==> config.mk <==
export PLATFORM = sky130hd
export DESIGN_NAME = jk_bank_arbiter
export DESIGN_NICKNAME = d
export VERILOG_FILES = /design/src/rtl/jk_bank_arbiter_pkg.sv /design/src/rtl/jk_cell.sv /design/src/rtl/jk_bank_arbiter.sv
export SDC_FILE = /design/constraint.sdc
export NUM_CORES = 1
export LEC_CHECK = 0
export CAP_MARGIN = 20
export CORE_MARGIN = 4
export CORE_UTILIZATION = 45
export CTS_CLUSTER_SIZE = 25
export DETAILED_ROUTE_END_ITERATION = 8
export PLACE_DENSITY = 0.86
export SLEW_MARGIN = 10
export SYNTH_ARGS = -nofsm -noshare
export SYNTH_HDL_FRONTEND = slang
export SYNTH_HIERARCHICAL = 1
export SYNTH_SLANG_ARGS = --single-unit
==> constraint.sdc <==
create_clock -name clk -period 2.98 [get_ports clk]
set_input_delay 0.596 -clock clk [delete_from_list [all_inputs] [get_ports clk]]
set_output_delay 0.596 -clock clk [all_outputs]
set_load 0.02 [all_outputs]
==> src/rtl/jk_bank_arbiter_pkg.sv <==
// ----------------------------------------------------------------------------
// jk_bank_arbiter_pkg
//   Shared definitions for the JK flip-flop bank arbiter:
//     - jk_op_e : {j,k} command encoding (hold / reset / set / toggle)
//     - CNT_W   : width of the executed-command counter
//     - jk_next : next-state function of a single JK flip-flop
// ----------------------------------------------------------------------------
package jk_bank_arbiter_pkg;

  typedef enum logic [1:0] {
    JK_HOLD = 2'b00,
    JK_RST  = 2'b01,
    JK_SET  = 2'b10,
    JK_TGL  = 2'b11
  } jk_op_e;

  localparam int CNT_W = 16;

  // Classic JK characteristic equation expressed as a command decode.
  function automatic logic jk_next(input logic cur, input logic j, input logic k);
    logic nxt;
    nxt = cur;
    case (jk_op_e'({j, k}))
      JK_HOLD: nxt = cur;
      JK_RST:  nxt = 1'b0;
      JK_SET:  nxt = 1'b1;
      JK_TGL:  nxt = ~cur;
      default: nxt = cur;
    endcase
    return nxt;
  endfunction

endpackage

==> src/rtl/jk_cell.sv <==
// ----------------------------------------------------------------------------
// jk_cell
//   One JK flip-flop of the shared bank.
//   Ports:
//     clk  in   rising-edge clock
//     rst  in   asynchronous reset, active-high, clears q
//     en   in   cell selected this cycle; when low the cell holds
//     j    in   J input (only meaningful while en is high)
//     k    in   K input (only meaningful while en is high)
//     q    out  flip-flop state
// ----------------------------------------------------------------------------
module jk_cell
  import jk_bank_arbiter_pkg::*;
(
  input  logic clk,
  input  logic rst,
  input  logic en,
  input  logic j,
  input  logic k,
  output logic q
);

  always_ff @(posedge clk or posedge rst) begin
    if (rst) begin
      q <= 1'b0;
    end else if (en) begin
      q <= jk_next(q, j, k);
    end
  end

endmodule

==> src/rtl/jk_bank_arbiter.sv <==
// ----------------------------------------------------------------------------
// jk_bank_arbiter
//   Shares a bank of NBITS JK flip-flops between NREQ requesters. Each cycle a
//   round-robin search picks at most one eligible requester, applies its {j,k}
//   command to the addressed bit on the same edge, and acknowledges it with a
//   one-cycle one-hot grant in the following cycle.
//   Parameters:
//     NREQ   number of requesters (2..8)
//     NBITS  number of flip-flops in the bank (1..32)
//     IDXW   bit-index width, 2**IDXW >= NBITS
//   Ports:
//     clk      in   rising-edge clock
//     rst      in   asynchronous reset, active-high
//     req      in   per-requester command valid
//     op       in   {j,k} per requester, slice r = op[2r+1:2r]
//     idx      in   target bit per requester, slice r = idx[IDXW*r +: IDXW]
//     gnt      out  one-hot acknowledge, high one cycle per executed command
//     q        out  flip-flop bank outputs
//     cmd_cnt  out  executed-command count, wraps silently
// ----------------------------------------------------------------------------
module jk_bank_arbiter
  import jk_bank_arbiter_pkg::*;
#(
  parameter int NREQ  = 4,
  parameter int NBITS = 8,
  parameter int IDXW  = 3
) (
  input  logic                 clk,
  input  logic                 rst,
  input  logic [NREQ-1:0]      req,
  input  logic [2*NREQ-1:0]    op,
  input  logic [IDXW*NREQ-1:0] idx,
  output logic [NREQ-1:0]      gnt,
  output logic [NBITS-1:0]     q,
  output logic [CNT_W-1:0]     cmd_cnt
);

  localparam int PTRW = (NREQ > 2) ? $clog2(NREQ) : 1;

  logic [PTRW-1:0]  ptr;
  logic [NREQ-1:0]  elig;
  logic             win_found;
  logic [PTRW-1:0]  win;
  logic [1:0]       win_op;
  logic [IDXW-1:0]  win_idx;
  logic [NBITS-1:0] cell_en;

  // (base + offset) mod NREQ without a divider; offset never exceeds NREQ-1.
  function automatic logic [PTRW-1:0] rr_index(input logic [PTRW-1:0] base, input int offset);
    int sum;
    sum = int'(base) + offset;
    if (sum >= NREQ) sum = sum - NREQ;
    return PTRW'(sum);
  endfunction

  // A requester is masked during its own grant cycle, which gives it time to
  // drop req or present a fresh command before it can win again.
  always_comb begin
    elig = req & ~gnt;
  end

  // Round-robin winner search starting at ptr.
  always_comb begin
    win_found = 1'b0;
    win       = '0;
    for (int i = 0; i < NREQ; i++) begin
      if (!win_found && elig[rr_index(ptr, i)]) begin
        win_found = 1'b1;
        win       = rr_index(ptr, i);
      end
    end
  end

  // Route the winner's command fields to the shared cell control.
  always_comb begin
    win_op  = '0;
    win_idx = '0;
    for (int r = 0; r < NREQ; r++) begin
      if (win == PTRW'(r)) begin
        win_op  = op[2*r +: 2];
        win_idx = idx[IDXW*r +: IDXW];
      end
    end
  end

  // Only the addressed cell is enabled; an out-of-range index matches no cell,
  // so such a command is still granted and counted but leaves q untouched.
  always_comb begin
    cell_en = '0;
    for (int b = 0; b < NBITS; b++) begin
      cell_en[b] = win_found && (int'(win_idx) == b);
    end
  end

  for (genvar b = 0; b < NBITS; b++) begin : g_cell
    jk_cell u_cell (
      .clk (clk),
      .rst (rst),
      .en  (cell_en[b]),
      .j   (win_op[1]),
      .k   (win_op[0]),
      .q   (q[b])
    );
  end

  // Grant, pointer and counter advance together on an executed command.
  always_ff @(posedge clk or posedge rst) begin
    if (rst) begin
      ptr     <= '0;
      gnt     <= '0;
      cmd_cnt <= '0;
    end else if (win_found) begin
      gnt     <= NREQ'(1) << win;
      ptr     <= rr_index(win, 1);
      cmd_cnt <= cmd_cnt + CNT_W'(1);
    end else begin
      gnt     <= '0;
    end
  end

endmodule

==> parameters.txt, run 1 <==
Parameter                              Value

STA
  Portion of the clock cycle consumed by the worst path in the final layout    0.927
  Transition time at the pin with the least slew margin    about 450 ps
  Number of setup violations in the final report    0
  Minimum clock period    ~2800 ps
  RSZ-0062 raised after global routing    no
  Worst clock skew on the final layout    8.15 ps
  Number of endpoints with negative hold slack in the final report    0
  Worst hold margin    approximately 480 ps
  Post-Route Setup TNS    0 ps
  Final slew viol count    0
  Relative slew margins    0.701
  Highest clock frequency the design can meet    approximately 360 MHz

Clocking
  Clock Sinks    30
  Total number of H-tree levels    2
  Post-cts hold buffer count    0
  Cts bufs inserted    5
  Clock edge transition at the registers on the reported setup and hold paths    70 ps
  Clock network latency to the later pin of the worst-skew pair    a little under 300 ps
  Bufs on Longest Clock Path    2
  Clock tree root driver cell    clkbuf_8
  Clock tree from TritonCTS    built

Final layout
  Count of inserted antenna diode cells    0
  Layout cells sized above 1    0.254
  Area growth from synthesis to layout    59.5%
  Fin nets    around 280
  Post-route standard cell area excluding fillers    2730 µm²
  Util after Layout    0.745

Yosys
  Post-synthesis async set-or-reset flop share    1.00
  Synthesis warning total    6
  Fraction of the mapped netlist area in simple logic gates    0.243
  Synthesized-area fraction occupied by ao, oa, aoi and oai cells    0.155
  Number of synthesized flops with an enable pin    0
  Register area share after synthesis    0.439
  Combinational family with the most area after synthesis    simple AND/OR/NAND/NOR gates
  Mux contribution to synthesized area    0
  Leading register cell type out of synthesis    dfrtp_1
  Adder-cell share of the synthesized area    0.0366
  Count of different cell masters after synthesis    43
  Synth Area per Inst    just under 10 µm²
  Gate count after technology mapping    between 150 and 200
  Nets in the synthesized netlist    204
  Syn Std Cell Area    approximately 1700 µm²
  Synthesized-area fraction occupied by xor and xnor cells    0.0768
  Number of storage elements in the synthesis netlist    30

GRT
  Global-route wire length before repair    7.00 mm
  Global route overflow    0
  Pin count of the biggest net entering global routing    23
  Global-route total usage across every layer    0.178
  Vias in the first global route    around 1500
  Number of antenna violations at the first check in global routing    0

Route
  Drt initial violations    132
  Routed wirelength normalized by instance count    16.3 µm
  Total iterations of the first detailed-routing run    4
  Final ANT Viol Nets    0
  Drc violations    0
  Post-Route WL    ~4.9 mm
  Routed via count    1620
  Number of vias per cell    roughly 5.4

Power
  Static power due to leakage    approximately 1.2 nW
  Proportion of power drawn by flip-flops and latches    0.240
  Internal power component    roughly 0.0017 W
  Net switching power of the design    roughly 0.0013 W
  Power per cell area    between 1000 and 1500 nW/µm²
  Peak supply drop    599 µV
  Clk network pwr share    0.112
  Final Total Pwr    slightly above 0.003 W
  Combinational power share    0.648
  Switching Fraction    0.441

Floorplan
  Die boundary height    approximately 70 µm
  Die ar.    just under 5000 µm²
  Overall die width    between 60 and 70 µm
  Site Rows    22
  Initial Util    0.467
  Area of the core region    3660 µm²
  Number of ports placed on the die boundary    54

Outcome
  Outcome    completed

Worst setup path
  Critical path start-end classification    reg2reg
  Maximum fanout count along the critical path    6
  Crit path arrival time    ~3000 ps
  Data required, critical path    between 3000 and 4000 ps
  Worst Setup End Kind    flip-flop
  Startpoint type of the worst setup path    flip-flop
  Worst R2R Path Depth    11

Placement
  Global placer's final weighted congestion    just under 0.8
  Final HPWL DP    ~3 mm
  Cell area after placement    approximately 2400 µm²
  Number of port buffers    53

Flow run
  Max-Cap Viols    0

Worst hold path
  Hold Path Depth    1
  Classification of the worst-slack hold path    reg2reg
-- cell families (layout without fill, tap and decap cells) --
family | after synthesis | after routing
adder cells (fa/ha/maj) | 5 | 5
XOR/XNOR | 15 | 15
buffers and inverters | 19 | 98
AO/OA/AOI/OAI | 39 | 39
AND/OR/NAND/NOR | 65 | 65
flip-flops | 30 | 30
-- synth_stat cells, types with 2 or more instances --
master / instances / area share
a21oi_1: 13 / 0.038
a21oi_2: 3 / 0.015
a221oi_1: 2 / 0.010
a31oi_1: 8 / 0.029
and2_1: 7 / 0.026
and3_1: 2 / 0.0073
and4_1: 3 / 0.015
buf_2: 2 / 0.0059
dfrtp_1: 30 / 0.44
ha_1: 5 / 0.037
inv_1: 14 / 0.031
nand2_1: 10 / 0.022
nand2b_4: 3 / 0.024
nand3_1: 7 / 0.020
nand3b_1: 4 / 0.018
nand4_1: 7 / 0.026
nor2_1: 7 / 0.015
nor2b_1: 2 / 0.0073
nor3_1: 3 / 0.0088
nor3b_1: 2 / 0.0088
nor3b_2: 2 / 0.015
o21ai_0: 3 / 0.0088
xnor2_1: 13 / 0.067
xor2_1: 2 / 0.010
-- flip-flops by register name, summed over array words and instances (netlist names) --
register and flops:
cmd_cnt 16, gnt 4, ptr 2, g_cell.u_cell/q 8
-- worst max-delay path, stage by stage (launching register included) --
cell and delay [ps]:
dfrtp_1 400, and2b_1 260, nor2_1 70, o31a_1 320, or2_4 290, ha_4 190, buf_4 160, a221oi_4 390
o21ai_4 120, nor3_2 230, buf_4 140, a31oi_1 70
-- power by group through the flow --
stage	sequential [W]	combinational, W	clock, W
2_1_floorplan	0.000836	0.000818	0
3_3_place_gp	0.000709	0.00149	0
3_5_place_dp	0.000718	0.00151	0
4_1_cts	0.000715	0.00157	0.000338
5_1_grt	0.000754	0.00212	0.000358
6_report	0.000732	0.00198	0.000341
-- path summary, 6_finish.rpt --
| kind | from | endpoint | slack [ps] |
|---|---|---|---|
| worst max register to register | gnt[1] | g_cell[7].u_cell/q | 220 |
| min in group asynchronous | rst | g_cell[6].u_cell/q | 660 |
| worst min register to register | cmd_cnt[15] | cmd_cnt[15] | 480 |
| max in group asynchronous | rst | gnt[3] | 1870 |
| worst max-delay path | gnt[1] | g_cell[7].u_cell/q | 220 |
| worst min-delay path | cmd_cnt[15] | cmd_cnt[15] | 480 |
-- layer usage --
metal | track usage | share of wire
met1 | 0.224 | 0.42
met2 | 0.299 | 0.50
met3 | 0.0333 | 0.051
met4 | 0.0766 | 0.032
met5 | 0 | 0
-- repair_timing --
| item | 4_1_cts | 5_1_grt |
|---|---|---|
| pin swaps | 0 | 14 |
| setup endpoints to repair | 8 | 8 |
| buffers inserted | 0 | 6 |
| resized for setup | 5 | 36 |
-- area by class of cell --
class,count,area [µm²]
fillers,260,932
flip-flops and latches,30,751
well taps,48,60.1
clock inverters,1,5.00
repair buffers,76,713
inverters,14,52.6
clock buffers,7,86.3
multi-input cells,124,1060
-- cells in the final DEF (no fill, tap or decap), types with 2 or more instances in the layout --
cell type / instances
buf_4: 23
and3_1: 2
a21oi_4: 3
dlymetal6s2s_1: 4
nor3b_4: 2
a21oi_2: 2
ha_4: 3
o21ai_0: 2
xor2_1: 2
xnor2_1: 13
nor3_2: 2
dfrtp_1: 30
clkbuf_8: 6
nand2_1: 10
clkdlybuf4s50_1: 49
nor3b_2: 2
nand2b_4: 3
nand3_1: 7
nand3b_1: 4
a221oi_2: 2
and4_1: 3
nor2_1: 4
a21oi_1: 11
and2_1: 7
nand4_1: 7
nor2_2: 3
inv_1: 14
a31oi_1: 8
-- through the flow --
step | worst slack [ps] | cells
finish | 218 | 300
global route | 66.0 | 300
CTS | -4.59 | 294
detailed placement | -487 | 286
global placement | -429 | 286
floorplan | 238 | 173
Note: power is estimated with default switching activity, not from simulation.
==> run 2, diff against run 1 <==
--- a/config.mk
+++ b/config.mk
@@ -5,12 +5,14 @@
 export SDC_FILE = /design/constraint.sdc
 export NUM_CORES = 1
 export LEC_CHECK = 0
+export ABC_AREA = 1
 export CAP_MARGIN = 20
 export CORE_MARGIN = 4
 export CORE_UTILIZATION = 45
 export CTS_CLUSTER_SIZE = 25
 export DETAILED_ROUTE_END_ITERATION = 8
-export PLACE_DENSITY = 0.86
+export PLACE_DENSITY = 0.82
+export RECOVER_POWER = 50
 export SLEW_MARGIN = 10
 export SYNTH_ARGS = -nofsm -noshare
 export SYNTH_HDL_FRONTEND = slang
==> constraint.sdc (replaced) <==
create_clock -name clk -period 2.9 [get_ports clk]
set_input_delay 0.58 -clock clk [delete_from_list [all_inputs] [get_ports clk]]
set_output_delay 0.58 -clock clk [all_outputs]
set_load 0.02 [all_outputs]
==> parameters.txt, run 2 <==
Parameter                              Value

Route
  Drc violations    0 (unchanged)
  Drt initial violations    124 (-6.1%)
  Final ANT Viol Nets    0 (unchanged)
  Post-Route WL    6.51 mm (+33%)
  Routed wirelength normalized by instance count    13.9 µm (-15%)
  Total iterations of the first detailed-routing run    4 (unchanged)
  Number of vias per cell    5.04 (-6.7%)
  Routed via count    2368 (+46%)

Yosys
  Area contributors post-synth    dfrtp_1 (34%), nand2_1 (17%), inv_1 (7.6%)
  Count of different cell masters after synthesis    23 (-47%)
  Gate count after technology mapping    316 (+83%)
  Fraction of the mapped netlist area in simple logic gates    0.397 (+0.154)
  Cell taking the most area after synthesis    dfrtp_1
  Number of synthesized flops with an enable pin    0 (unchanged)
  Synthesis warning total    6 (unchanged)
  Mux contribution to synthesized area    0 (unchanged)
  Register area share after synthesis    0.337 (-0.102)
  Combinational family with the most area after synthesis    simple AND/OR/NAND/NOR gates
  Synthesized-area fraction occupied by xor and xnor cells    0.0510 (-0.0258)
  Adder-cell share of the synthesized area    0.0280 (-0.00853)
  Syn Std Cell Area    2230 µm² (+30%)
  Most numerous cell types in the synthesized netlist    nand2_1 (104), inv_1 (45), dfrtp_1 (30)
  Synthesized-area fraction occupied by ao, oa, aoi and oai cells    0.0819 (-0.0732)
  Post-synthesis async set-or-reset flop share    1.00 (unchanged)
  Fraction of synthesized cell area taken by the top area cell type    0.337 (-0.102)
  Nets in the synthesized netlist    347 (+70%)
  Number of storage elements in the synthesis netlist    30 (unchanged)
  Leading register cell type out of synthesis    dfrtp_1
  Cell with the most instances after synthesis    nand2_1
  Synth Area per Inst    7.06 µm² (-29%)

Floorplan
  Die boundary height    78.4 µm (+13%)
  Area of the core region    4750 µm² (+30%)
  Initial Util    0.469 (+0.00202)
  Number of ports placed on the die boundary    54 (unchanged)
  Site Rows    25 (+14%)
  Die ar.    6150 µm² (+27%)
  Overall die width    78.4 µm (+13%)

GRT
  Pin count of the biggest net entering global routing    33 (+43%)
  Number of antenna violations at the first check in global routing    0 (unchanged)
  Global route overflow    0 (unchanged)
  Global-route wire length before repair    10.0 mm (+43%)
  Global-route total usage across every layer    0.199 (+0.0211)
  Vias in the first global route    2311 (+52%)

STA
  Final slew viol count    0 (unchanged)
  Transition time at the pin with the least slew margin    1160 ps (+716 ps)
  Highest clock frequency the design can meet    349 MHz (-3.6%)
  Minimum clock period    2860 ps (+102 ps)
  Number of endpoints with negative hold slack in the final report    0 (unchanged)
  Worst clock skew on the final layout    3.38 ps (-4.78 ps)
  Worst hold margin    503 ps (+23.7 ps)
  RSZ-0062 raised after global routing    yes
  Number of setup violations in the final report    0 (unchanged)
  Portion of the clock cycle consumed by the worst path in the final layout    0.987 (+0.0606)
  Relative slew margins    0.224 (-0.477)

Flow run
  Max-Cap Viols    0 (unchanged)

Worst setup path
  Worst Setup End Kind    flip-flop
  Critical path start-end classification    reg2reg
  Maximum fanout count along the critical path    8 (+2)
  Startpoint type of the worst setup path    flip-flop
  Worst R2R Path Depth    23 (+12)
  Crit path arrival time    3050 ps (+130 ps)
  Data required, critical path    3080 ps (-60 ps)
  Register-to-register setup slack    40 ps (-180 ps)
  Crit Reg-Reg Endpoint    g_cell[3].u_cell/q
  Worst r2r src    ptr[0]

Worst hold path
  Classification of the worst-slack hold path    reg2reg
  Hold Path Depth    2 (+1)
  Critical hold path startpoint    g_cell[2].u_cell/q
  Terminating pin of the worst hold path    g_cell[2].u_cell/q

Final layout
  Fin nets    433 (+54%)
  Non-filler instance count after layout    470 (+57%)
  Register bank with the most flops    cmd_cnt
  Leading cell type in the layout, fill and taps excluded    nand2_1
  Area growth from synthesis to layout    51.5%
  Count of inserted antenna diode cells    0 (unchanged)
  Number of flip-flops in the largest register    16 (unchanged)
  Layout cells sized above 1    0.310 (+0.0562)
  Biggest registers after layout    cmd_cnt (16), g_cell.u_cell/q (8), gnt (4)
  Most frequent cells in the layout    nand2_1 (93), inv_1 (40), clkdlybuf4s50_1 (37)

Placement
  Global placer's final weighted congestion    0.892 (+15%)
  Final HPWL DP    4.34 mm (+41%)
  Cell count after placement    453 (+58%)
  Number of port buffers    53 (unchanged)

Clocking
  Clock tree root driver cell    clkbuf_8
  Post-cts hold buffer count    0 (unchanged)
  Clock network latency to the later pin of the worst-skew pair    290 ps (about the same)
  Clock edge transition at the registers on the reported setup and hold paths    70 ps (about the same)
  Total number of H-tree levels    2 (unchanged)
  Bufs on Longest Clock Path    2 (unchanged)
  Clock tree from TritonCTS    built
  Cts bufs inserted    5 (unchanged)
  Clock Sinks    30 (unchanged)

Outcome
  Outcome    completed
[run 2: cell types whose count changed after synthesis, sizes merged, moves of 8 or more]
cell   previous run  this run
inv              14        47
nand2            10       126
nand3             7        31
a31oi             8         0
nor2              7        22
o21ai             4        21
xor2              2        12
xnor2            13         1
a21oi            16         5
[run 2: repair_timing]
item | in CTS | in global routing
resized for setup | 29 | 40
buffers inserted | 4 | 5
hold endpoints to repair | 0 | 0
pin swaps | 13 | 13
setup endpoints to repair | 8 | 8
[run 2: layout make-up]
cell class	count	area, µm²
Multi-Input combinational cell	234	1450
Inverter	47	184
Tap cell	67	83.8
Clock buffer	6	82.6
Sequential cell	30	753
Fill cell	366	1380
Clock inverter	2	60.1
Timing Repair Buffer	84	766
[run 2: stage by stage]
| stage | utilization | setup slack, ps | cell area (µm²) | TNS [ps] |
|---|---|---|---|---|
| detailed placement | 0.621 | -609 | 2950 | -4380 |
| CTS | 0.674 | 0.0873 | 3210 | 0 |
| global route | 0.711 | -182 | 3380 | -1150 |
| global placement | 0.621 | -458 | 2950 | -3270 |
| floorplan | - | 230 | 2230 | 0 |
| finish | 0.711 | 36.4 | 3380 | 0 |
[run 2: logic make-up after synthesis]
group           count (synthesis)
buf+inv                        52
compound gates                 27
xor+xnor                       13
simple gates                  189
fa+ha+maj                       5
flops                          30
[run 2: worst max-delay path by stage]
stage / startpoint / end / slack (ps)
6_report: ptr[0] / g_cell[3].u_cell/q / 40
5_1_grt: ptr[0] / g_cell[0].u_cell/q / -180
4_1_cts: req[0] / g_cell[6].u_cell/q / 0.09
3_3_place_gp: req[2] / g_cell[0].u_cell/q / -460
3_5_place_dp: req[2] / g_cell[5].u_cell/q / -610
2_1_floorplan: req[3] / g_cell[0].u_cell/q / 230
[run 2: worst max-delay path, stage by stage, from the launching register on]
cell	delay [ps]
dfrtp_2	490
clkinv_4	130
nand3_2	110
nand2_1	80
nand2_1	100
nand2_2	100
buf_4	150
nor2_4	120
nand3_2	120
nand2_4	130
ha_4	170
buf_4	110
buf_4	100
nand2_1	40
nand2_1	70
nand2_1	50
nand2_1	70
o21ai_2	100
inv_2	100
nand2_2	90
nor2_2	140
nand2_1	90
nand2_1	60
nand2_1	50
[run 2: metal layers]
layer	part of all wire	vias up	track usage
li1	-	1149	-
met1	0.39	1126	0.230
met2	0.54	76	0.371
met3	0.041	17	0.0310
met4	0.027	0	0.0699
met5	0	-	0
Power of run 2 is not shown: default switching activity piles up to over one toggle a cycle in this logic, so the estimate is an artifact.
==> run 3, diff against run 2 <==
--- a/config.mk
+++ b/config.mk
@@ -7,11 +7,13 @@
 export LEC_CHECK = 0
 export ABC_AREA = 1
 export CAP_MARGIN = 20
+export CELL_PAD_IN_SITES_DETAIL_PLACEMENT = 1
+export CELL_PAD_IN_SITES_GLOBAL_PLACEMENT = 2
 export CORE_MARGIN = 4
-export CORE_UTILIZATION = 45
+export CORE_UTILIZATION = 27
 export CTS_CLUSTER_SIZE = 25
 export DETAILED_ROUTE_END_ITERATION = 8
-export PLACE_DENSITY = 0.82
+export PLACE_DENSITY = 0.88
 export RECOVER_POWER = 50
 export SLEW_MARGIN = 10
 export SYNTH_ARGS = -nofsm -noshare
==> parameters.txt, run 3 (synthesis results as in run 2) <==
Parameter                              Value

Outcome
  Outcome    completed

Floorplan
  Die ar.    9780 µm² (+59%)
  Area of the core region    7890 µm² (+66%)
  Die boundary height    98.9 µm (+26%)
  Number of ports placed on the die boundary    54 (unchanged)
  Overall die width    98.9 µm (+26%)
  Site Rows    32 (+28%)
  Initial Util    0.283 (-0.186)

Final layout
  Number of flip-flops in the largest register    16 (unchanged)
  Area growth from synthesis to layout    49.2%
  Count of inserted antenna diode cells    0 (unchanged)
  Fin nets    434 (+0.23%)
  Register bank with the most flops    cmd_cnt
  Filler cell count in the final layout    971 (+170%)
  Non-filler instance count after layout    506 (+7.7%)
  Layout cells sized above 1    0.290 (-0.0206)
  Leading cell type in the layout, fill and taps excluded    nand2_1
  Most frequent cells in the layout    nand2_1 (95), inv_1 (44), clkdlybuf4s50_1 (35)
  Biggest registers after layout    cmd_cnt (16), g_cell.u_cell/q (8), gnt (4)

Route
  Routed wirelength normalized by instance count    13.3 µm (-3.9%)
  Number of vias per cell    4.52 (-10%)
  Drc violations    0 (unchanged)
  Total iterations of the first detailed-routing run    5 (+1)
  Post-Route WL    6.74 mm (+3.4%)
  Final ANT Viol Nets    0 (unchanged)
  Drt initial violations    49 (-60%)
  Routed via count    2285 (-3.5%)

Clocking
  Clock network latency to the later pin of the worst-skew pair    280 ps (about the same)
  Clock Sinks    30 (unchanged)
  Total number of H-tree levels    2 (unchanged)
  Clock tree from TritonCTS    built
  Post-cts hold buffer count    0 (unchanged)
  Bufs on Longest Clock Path    2 (unchanged)
  Clock edge transition at the registers on the reported setup and hold paths    70 ps (about the same)
  Clock tree root driver cell    clkbuf_8
  Cts bufs inserted    5 (unchanged)

Worst setup path
  Startpoint of the worst setup timing path    ptr[0]
  Worst Setup End Kind    flip-flop
  Maximum fanout count along the critical path    8 (unchanged)
  Worst r2r src    ptr[0]
  Crit-path most repeated cell    nand2_1
  Startpoint type of the worst setup path    flip-flop
  Delay of the slowest critical-path stage    440 ps (-50 ps)
  Crit path max-delay cell type    dfrtp_2
  Data required, critical path    3070 ps (about the same)
  Gate family responsible for the most delay along the worst path    simple AND/OR/NAND/NOR gates
  Crit path arrival time    2880 ps (-170 ps)
  Sum of buffers and inverters on the critical path    5 (unchanged)
  List of cells traversed by the critical path    buf_12 > nand3_2 > nand2_2 > nand2_1 > nand2_2 > buf_12 > nor2_4 > nand3_1 > nand2_2 > inv_1 > ha_1 > buf_4 > a21oi_1 > nand2_1 > o21ai_2 > buf_4 > nand2_1 > nor2_2 > nand2_1 > nand2_1 > nand2_1
  Critical path start-end classification    reg2reg

Placement
  Global placer's final weighted congestion    0.783 (-12%)
  Cell count after placement    490 (+8.2%)
  Number of port buffers    53 (unchanged)
  Final HPWL DP    5.22 mm (+20%)

GRT
  Global-route wire length before repair    11.2 mm (+12%)
  Global-route total usage across every layer    0.139 (-0.0605)
  Number of antenna violations at the first check in global routing    0 (unchanged)
  Vias in the first global route    2441 (+5.6%)
  Pin count of the biggest net entering global routing    33 (unchanged)
  Global route overflow    0 (unchanged)

STA
  Final slew viol count    0 (unchanged)
  Transition time at the pin with the least slew margin    1240 ps (+76.0 ps)
  Number of endpoints with negative hold slack in the final report    0 (unchanged)
  Relative slew margins    0.173 (-0.0507)
  Highest clock frequency the design can meet    369 MHz (+5.7%)
  Post-Route Setup TNS    0 ps (unchanged)
  Minimum clock period    2710 ps (-155 ps)
  Portion of the clock cycle consumed by the worst path in the final layout    0.934 (-0.0534)
  Worst clock skew on the final layout    6.74 ps (+3.37 ps)
  RSZ-0062 raised after global routing    yes
  Number of setup violations in the final report    0 (unchanged)

Flow run
  Max-Cap Viols    0 (unchanged)

Worst hold path
  Classification of the worst-slack hold path    reg2reg
  Critical hold path startpoint    g_cell[0].u_cell/q
## run 3: cell count changes in the layout (fill, tap and decap cells not counted), moves of 3 or more
cell,delta
inv_1,+4
inv_2,-4
nor2_4,-3
nor2_2,+3
ha_4,-3
## run 3: metal layers
metal	track usage	share of wire	up-vias
met5	0	0	-
met4	0.0431	0.015	0
met3	0.0248	0.027	8
met2	0.252	0.53	26
met1	0.166	0.43	1102
li1	-	-	1149
## run 3: final cells by class
| cell class | instances | area (µm²) | share of cell area |
|---|---|---|---|
| Clock buffer | 6 | 82.6 | 0.0248 |
| Clock inverter | 2 | 12.5 | 0.00376 |
| Inverter | 47 | 181 | 0.0545 |
| Multi-Input combinational cell | 234 | 1380 | 0.414 |
| Sequential cell | 30 | 753 | 0.226 |
| Tap cell | 102 | 128 | 0.0383 |
| Timing Repair Buffer | 85 | 795 | 0.239 |
## run 3: worst paths after layout
path                       slack [ps]                 end  depth (start not counted)
max                               190  g_cell[4].u_cell/q                         21
min                               500  g_cell[0].u_cell/q                          2
max reg2reg                       190  g_cell[4].u_cell/q                         21
min reg2reg                       500  g_cell[0].u_cell/q                          2
max in group asynchronous         720              ptr[1]                          3
min in group asynchronous         770  g_cell[0].u_cell/q                          2
## run 3: worst reg2reg max path, stage by stage, from the launching register on
cell and delay (ps):
dfrtp_2 440, buf_12 150, nand3_2 90, nand2_2 70, nand2_1 80, nand2_2 80, buf_12 130, nor2_4 120
nand3_1 90, nand2_2 110, inv_1 70, ha_1 220, buf_4 150, a21oi_1 130, nand2_1 80, o21ai_2 70
buf_4 140, nand2_1 100, nor2_2 120, nand2_1 60, nand2_1 50, nand2_1 50
## run 3: what timing repair did
item / CTS / global route
cloned: 0 / 0
setup endpoints to repair: 8 / 8
pin swaps: 7 / 8
endpoints found under the hold margin: 0 / 0
resized for setup: 29 / 23
buffers inserted: 2 / 6
## run 3: stage by stage
stage,utilization,hold slack [ps],worst slack [ps],area (µm²)
detailed placement,0.382,492,-528,3010
global route,0.422,547,-53.2,3330
finish,0.422,497,191,3330
global placement,0.382,487,-504,3010
CTS,0.405,510,4.89,3190
floorplan,-,309,230,2230
Power of run 3 is left out for the same reason.
